==> src/rtl/mem_arb_pkg.sv <==
// Shared types for the memory port arbiter: widths, owner encoding, command record.
package mem_arb_pkg;

  localparam int MEM_ADDR_W = 15;
  localparam int MEM_DATA_W = 8;

  typedef enum logic {
    OWNER_A = 1'b0,
    OWNER_B = 1'b1
  } owner_e;

  typedef struct packed {
    logic                  valid;
    owner_e                owner;
    logic                  we;
    logic [MEM_ADDR_W-1:0] addr;
    logic [MEM_DATA_W-1:0] wdata;
  } mem_cmd_t;

endpackage

==> src/rtl/mem_arb_rr2.sv <==
// Two-way round-robin picker; the previous winner is held by the parent.
module mem_arb_rr2
  import mem_arb_pkg::*;
(
  input  logic   req_a,
  input  logic   req_b,
  input  owner_e last_grant,
  output logic   gnt_a,
  output logic   gnt_b
);

  always_comb begin
    gnt_a = req_a & (~req_b | (last_grant == OWNER_B));
    gnt_b = req_b & (~req_a | (last_grant == OWNER_A));
  end

endmodule

==> src/rtl/mem_port_arbiter.sv <==
// Shares one memory port between requesters A and B: round-robin grant, registered
// command stage, registered read return. Optional write protection: MEM_PORT_ARBITER_WRITE_PROTECT_EN.
module mem_port_arbiter
  import mem_arb_pkg::*;
#(
  parameter int                ADDR_W       = MEM_ADDR_W,
  parameter int                DATA_W       = MEM_DATA_W,
  parameter logic [ADDR_W-1:0] PROTECT_BASE = 15'h1000
) (
  input  logic              clk,
  input  logic              reset,
  input  logic              a_req,
  input  logic              a_we,
  input  logic [ADDR_W-1:0] a_addr,
  input  logic [DATA_W-1:0] a_wdata,
  output logic              a_ack,
  output logic              a_rvalid,
  output logic [DATA_W-1:0] a_rdata,
  output logic              a_err,
  input  logic              b_req,
  input  logic              b_we,
  input  logic [ADDR_W-1:0] b_addr,
  input  logic [DATA_W-1:0] b_wdata,
  output logic              b_ack,
  output logic              b_rvalid,
  output logic [DATA_W-1:0] b_rdata,
  output logic              b_err,
  output logic [ADDR_W-1:0] mem_address,
  output logic [DATA_W-1:0] mem_data_in,
  input  logic [DATA_W-1:0] mem_data_out,
  output logic              mem_write_enable,
  output logic              mem_output_enable
);

`ifdef MEM_PORT_ARBITER_WRITE_PROTECT_EN
  localparam bit PROTECT_EN = 1'b1;
`else
  localparam bit PROTECT_EN = 1'b0;
`endif

  owner_e      last_grant;
  logic        gnt_a, gnt_b;
  logic        grant_any;
  logic        protect_hit;
  mem_cmd_t    cmd_d;
  mem_cmd_t    cmd_p0;
  logic        rd_p0;
  logic        rvld_a_p1, rvld_b_p1;
  logic [DATA_W-1:0] rdata_a_p1, rdata_b_p1;

  mem_arb_rr2 u_rr2 (
    .req_a      (a_req),
    .req_b      (b_req),
    .last_grant (last_grant),
    .gnt_a      (gnt_a),
    .gnt_b      (gnt_b)
  );

  // ---- cycle N: arbitration and command select ----
  always_comb begin
    a_ack       = gnt_a & ~reset;
    b_ack       = gnt_b & ~reset;
    grant_any   = a_ack | b_ack;
    cmd_d.owner = gnt_b ? OWNER_B : OWNER_A;
    cmd_d.we    = gnt_b ? b_we    : a_we;
    cmd_d.addr  = gnt_b ? b_addr  : a_addr;
    cmd_d.wdata = gnt_b ? b_wdata : a_wdata;
    // A protected write is still acked but never reaches the memory.
    protect_hit = PROTECT_EN & cmd_d.we & (cmd_d.addr >= PROTECT_BASE);
    cmd_d.valid = grant_any & ~protect_hit;
  end

  always_ff @(posedge clk) begin
    cmd_p0 <= cmd_d;
    if (reset) begin
      cmd_p0.valid <= 1'b0;
      last_grant   <= OWNER_B;
    end else if (grant_any) begin
      last_grant   <= cmd_d.owner;
    end
  end

  // ---- cycle N+1: drive memory from the command register ----
  always_comb begin
    mem_address       = '0;
    mem_data_in       = '0;
    mem_write_enable  = 1'b0;
    mem_output_enable = 1'b0;
    if (cmd_p0.valid) begin
      mem_address       = cmd_p0.addr;
      mem_data_in       = cmd_p0.wdata;
      mem_write_enable  = cmd_p0.we & ~reset;
      mem_output_enable = ~cmd_p0.we;
    end
  end

  assign rd_p0 = cmd_p0.valid & ~cmd_p0.we;

  always_ff @(posedge clk) begin
    if (reset) begin
      rvld_a_p1  <= 1'b0;
      rvld_b_p1  <= 1'b0;
      rdata_a_p1 <= '0;
      rdata_b_p1 <= '0;
    end else begin
      rvld_a_p1 <= rd_p0 & (cmd_p0.owner == OWNER_A);
      rvld_b_p1 <= rd_p0 & (cmd_p0.owner == OWNER_B);
      if (rd_p0 && (cmd_p0.owner == OWNER_A)) rdata_a_p1 <= mem_data_out;
      if (rd_p0 && (cmd_p0.owner == OWNER_B)) rdata_b_p1 <= mem_data_out;
    end
  end

  // ---- cycle N+2: read data return ----
  assign a_rvalid = rvld_a_p1;
  assign b_rvalid = rvld_b_p1;
  assign a_rdata  = rdata_a_p1;
  assign b_rdata  = rdata_b_p1;

`ifdef MEM_PORT_ARBITER_WRITE_PROTECT_EN
  logic err_a_p0, err_b_p0;

  always_ff @(posedge clk) begin
    if (reset) begin
      err_a_p0 <= 1'b0;
      err_b_p0 <= 1'b0;
    end else begin
      err_a_p0 <= grant_any & protect_hit & (cmd_d.owner == OWNER_A);
      err_b_p0 <= grant_any & protect_hit & (cmd_d.owner == OWNER_B);
    end
  end

  assign a_err = err_a_p0;
  assign b_err = err_b_p0;
`else
  assign a_err = 1'b0;
  assign b_err = 1'b0;
`endif

endmodule

==> config.mk <==
export PLATFORM = sky130hd
export DESIGN_NAME = mem_port_arbiter
export DESIGN_NICKNAME = d
export VERILOG_FILES = /design/src/rtl/mem_arb_pkg.sv /design/src/rtl/mem_arb_rr2.sv /design/src/rtl/mem_port_arbiter.sv
export SDC_FILE = /design/constraint.sdc
export NUM_CORES = 1
export LEC_CHECK = 0
export CORE_AREA = 2 2 71 73
export DETAILED_ROUTE_END_ITERATION = 10
export DIE_AREA = 0 0 73 75
export GPL_ROUTABILITY_DRIVEN = 0
export PLACE_DENSITY = 0.83
export RECOVER_POWER = 25
export SYNTH_ARGS = -nofsm -noshare
export SYNTH_HDL_FRONTEND = slang
export SYNTH_SLANG_ARGS = --single-unit
==> constraint.sdc <==
create_clock -name clk -period 3 [get_ports clk]
set_input_delay 0.3 -clock clk [delete_from_list [all_inputs] [get_ports clk]]
set_output_delay 0.3 -clock clk [all_outputs]
set_load 0.05 [all_outputs]
==> flow_summary.yaml <==
worst_setup_path:
  cpLargestDelayFamily: "buffers and inverters"
  cp_num_buf_inv: 3
  slowest_delay_ns: 0.82
  cp_data_required_time_ns: 2.70
  worstPathArrival_ns: 2.16
  crit_path_end_kind: "output pin"
  cpMaxStageDelayCell: "dlygate4sd3_1"
  critPathMaxFanout: 16
  cp_cell_sequence: "dlygate4sd3_1 -> inv_1 -> and3_1 -> clkdlybuf4s50_1"
  worstSetupStartpoint: "reset"
  r2r-start: "last_grant"
  crit_type: "in2out"
  critPathLaunchType: "primary input"
logic_synthesis:
  yosys.area.top_type: "dfxtp_1"
  synth_cell_type_count: 26
  netlist_area_mm2: 0.00184
  ys_warn_count: 0
  synth_area_per_cell_um2: 11.4
  netlist_top_cells_area: "dfxtp_1 (49%), mux2_2 (14%), mux2i_1 (8.7%)"
  synth_seq_cells: 45
  syn_inst: 162
  synth_top_area_share_pct: 48.9
  yosysSeqAreaShare_pct: 48.9
placement:
  hpwl_um: 3130
  io_buffer_count: 104
clock_network:
  h-tree-depth: 2
  clock_latency_ns: 0.29
  max-clock-path-buffers: 2
  cts_tree: "built"
  cts-root-buf: "clkbuf_8"
  postCtsSetupBuffers: 0
  postCtsHoldBufs: 0
  clock_sink_count: 45
  cts_resized: 0
  clk_pin_slew_ns: 0.08
  cts_buffers: 5
sta:
  fin_setup_tns_ns: 0
  tightest_slew_ns: 1.15
  layout_min_cycle_time_ns: 2.46
  setup-violations-final: 0
  relSlewSlack_pct: 22.8
  final_hold_viol_count: 0
  timing.fmax_mhz: 407
  maxSlewViolCount: 0
  hold_slack_ns: 0.478
  finalClockSkew_ns: 0.00770
  fin_crit_sh_pct: 81.9
  rsz0062_at_grt: "no"
outcome:
  status: "finished clean"
pwr:
  peakVddDrop_uv: 244
  p_leak_nw: 1.19
  powerDensity_mw_per_mm2: 491
floorplan:
  start_util_pct: 39.5
  die_w_um: 73
  num_rows: 25
  die_h_um: 75
  pin_count: 107
  die_area_mm2: 0.00548
  core-area_mm2: 0.00466
final_layout:
  drive_gt1_share_pct: 12.8
  layout.nets: 325
  areaGrowthSynthToFinish_pct: 62.3
  fill_cells: 381
  num_antenna_cells: 0
detailed_routing:
  dr.pass1.iters: 3
  drt_iter0_drc: 61
  post_drt_wl_per_cell_um: 12.7
  finalWirelength_um: 4060
  postRouteAntennaNets: 0
  num_vias: 1442
  drc: 0
  viasPerCell: 4.51
min_path:
  hold_start: "a_rdata[1]"
  hold_path_class: "reg2reg"
global_routing:
  grt_pass1_wl_um: 6710
  grt_max_degree: 19
  grt_pass1_vias: 1418
  grt_use_total_pct: 16.1
  antenna_found_initial: 0
  grt-ovfl-total: 0
flow_run:
  cap_violations: 0
[stage by stage]
| step | instance area (µm²) | setup slack, ns | power, mW | utilization [%] | std cells |
|---|---|---|---|---|---|
| after floorplan | 1840 | 1.02 | 0.877 | - | 163 |
| after global placement | 2890 | 0.617 | 1.02 | 61.9 | 312 |
| after detailed placement | 2890 | 0.592 | 1.02 | 61.9 | 312 |
| after CTS | 3000 | 0.587 | 1.49 | 64.4 | 320 |
| after global routing | 2990 | 0.279 | 1.54 | 64.1 | 320 |
| final | 2990 | 0.544 | 1.47 | 64.1 | 320 |
[sequential cells by signal (all words and copies together), names as in the netlist]
name        flops
a_rdata         8
a_rvalid        1
b_rdata         8
b_rvalid        1
cmd_p0         26
last_grant      1
[path summary, 6_finish.rpt]
path,end,slack [ns],depth (start not counted)
worst max-delay path,mem_write_enable,0.54,4
worst min-delay path,a_rdata[1],0.48,2
worst max register to register,cmd_p0[16],0.89,3
worst min register to register,a_rdata[1],0.48,2
[cell usage after synthesis]
| cell type | count |
|---|---|
| buf_2 | 2 |
| clkbuf_2 | 1 |
| inv_1 | 2 |
| nand2b_1 | 24 |
| buf_6 | 1 |
| buf_4 | 2 |
| conb_1 | 1 |
| nor2_1 | 2 |
| mux2i_1 | 16 |
| nor3b_2 | 1 |
| mux2_2 | 23 |
| buf_8 | 2 |
| clkbuf_1 | 4 |
| mux2_1 | 1 |
| a21boi_4 | 1 |
| and3b_1 | 1 |
| and2b_1 | 1 |
| nand3b_1 | 1 |
| a211o_1 | 1 |
| dfxtp_1 | 45 |
| nor3_1 | 1 |
| nor3b_1 | 1 |
| and2_1 | 24 |
| nor2b_1 | 1 |
| or3b_1 | 1 |
| and3_1 | 2 |
[worst register-to-register path: stages (launching register included)]
cell	delay, ns
dfxtp_1	0.34
a21boi_0	0.88
buf_4	0.41
mux2_2	0.37
[cell usage in the layout (no fill, tap or decap)]
master	count
nor3_1	1
mux2_2	23
bufinv_16	1
dlygate4sd3_1	1
nor3b_2	1
conb_1	2
or3b_1	1
nor3b_1	1
mux2_1	1
a211o_1	1
and2b_1	1
clkbuf_8	6
nand3b_1	1
nand2b_1	24
mux2i_1	16
dfxtp_1	45
and3_1	2
and3b_1	1
a21boi_0	1
nor2_1	2
clkbuf_1	2
buf_4	3
nor2b_1	1
clkdlybuf4s50_1	102
and2_1	24
inv_1	2
[area by class of cell]
type	count	area, µm²	area share [%]
repair buffers	107	1060	35.4
flip-flops and latches	45	901	30.2
multi-input cells	104	838	28.1
clock buffers	7	86.3	2.89
well taps	54	67.6	2.26
clock inverters	1	30.0	1.01
inverters	2	7.51	0.251
[layer usage]
metal  GRT usage (%)  share of wire, %  vias to the layer above
li1                -                 -                      731
met1            18.3                41                      641
met2            27.7                49                       62
met3            6.29               8.5                        8
met4            5.56               1.7                        0
met5               0                 0                        -
[kinds of logic (layout without fill, tap and decap cells)]
group                  Yosys count  in the layout  share of synthesized area (%)
AO/OA/AOI/OAI                    2              2                           1.50
buffers and inverters           14            117                           5.10
flip-flops                      45             45                           48.9
multiplexers                    40             40                           23.4
other                            1              2                          0.204
AND/OR/NAND/NOR                 60             60                           20.9
[report_power, final]
part	total (mW)	switching (mW)	internal, mW	leakage (nW)
logic	0.353	0.180	0.173	0.758
clock network	0.463	0.191	0.272	0.0585
registers	0.652	0.0150	0.637	0.374
total	1.47	0.386	1.08	1.19
No activity file was read; power rests on OpenSTA's default activity.
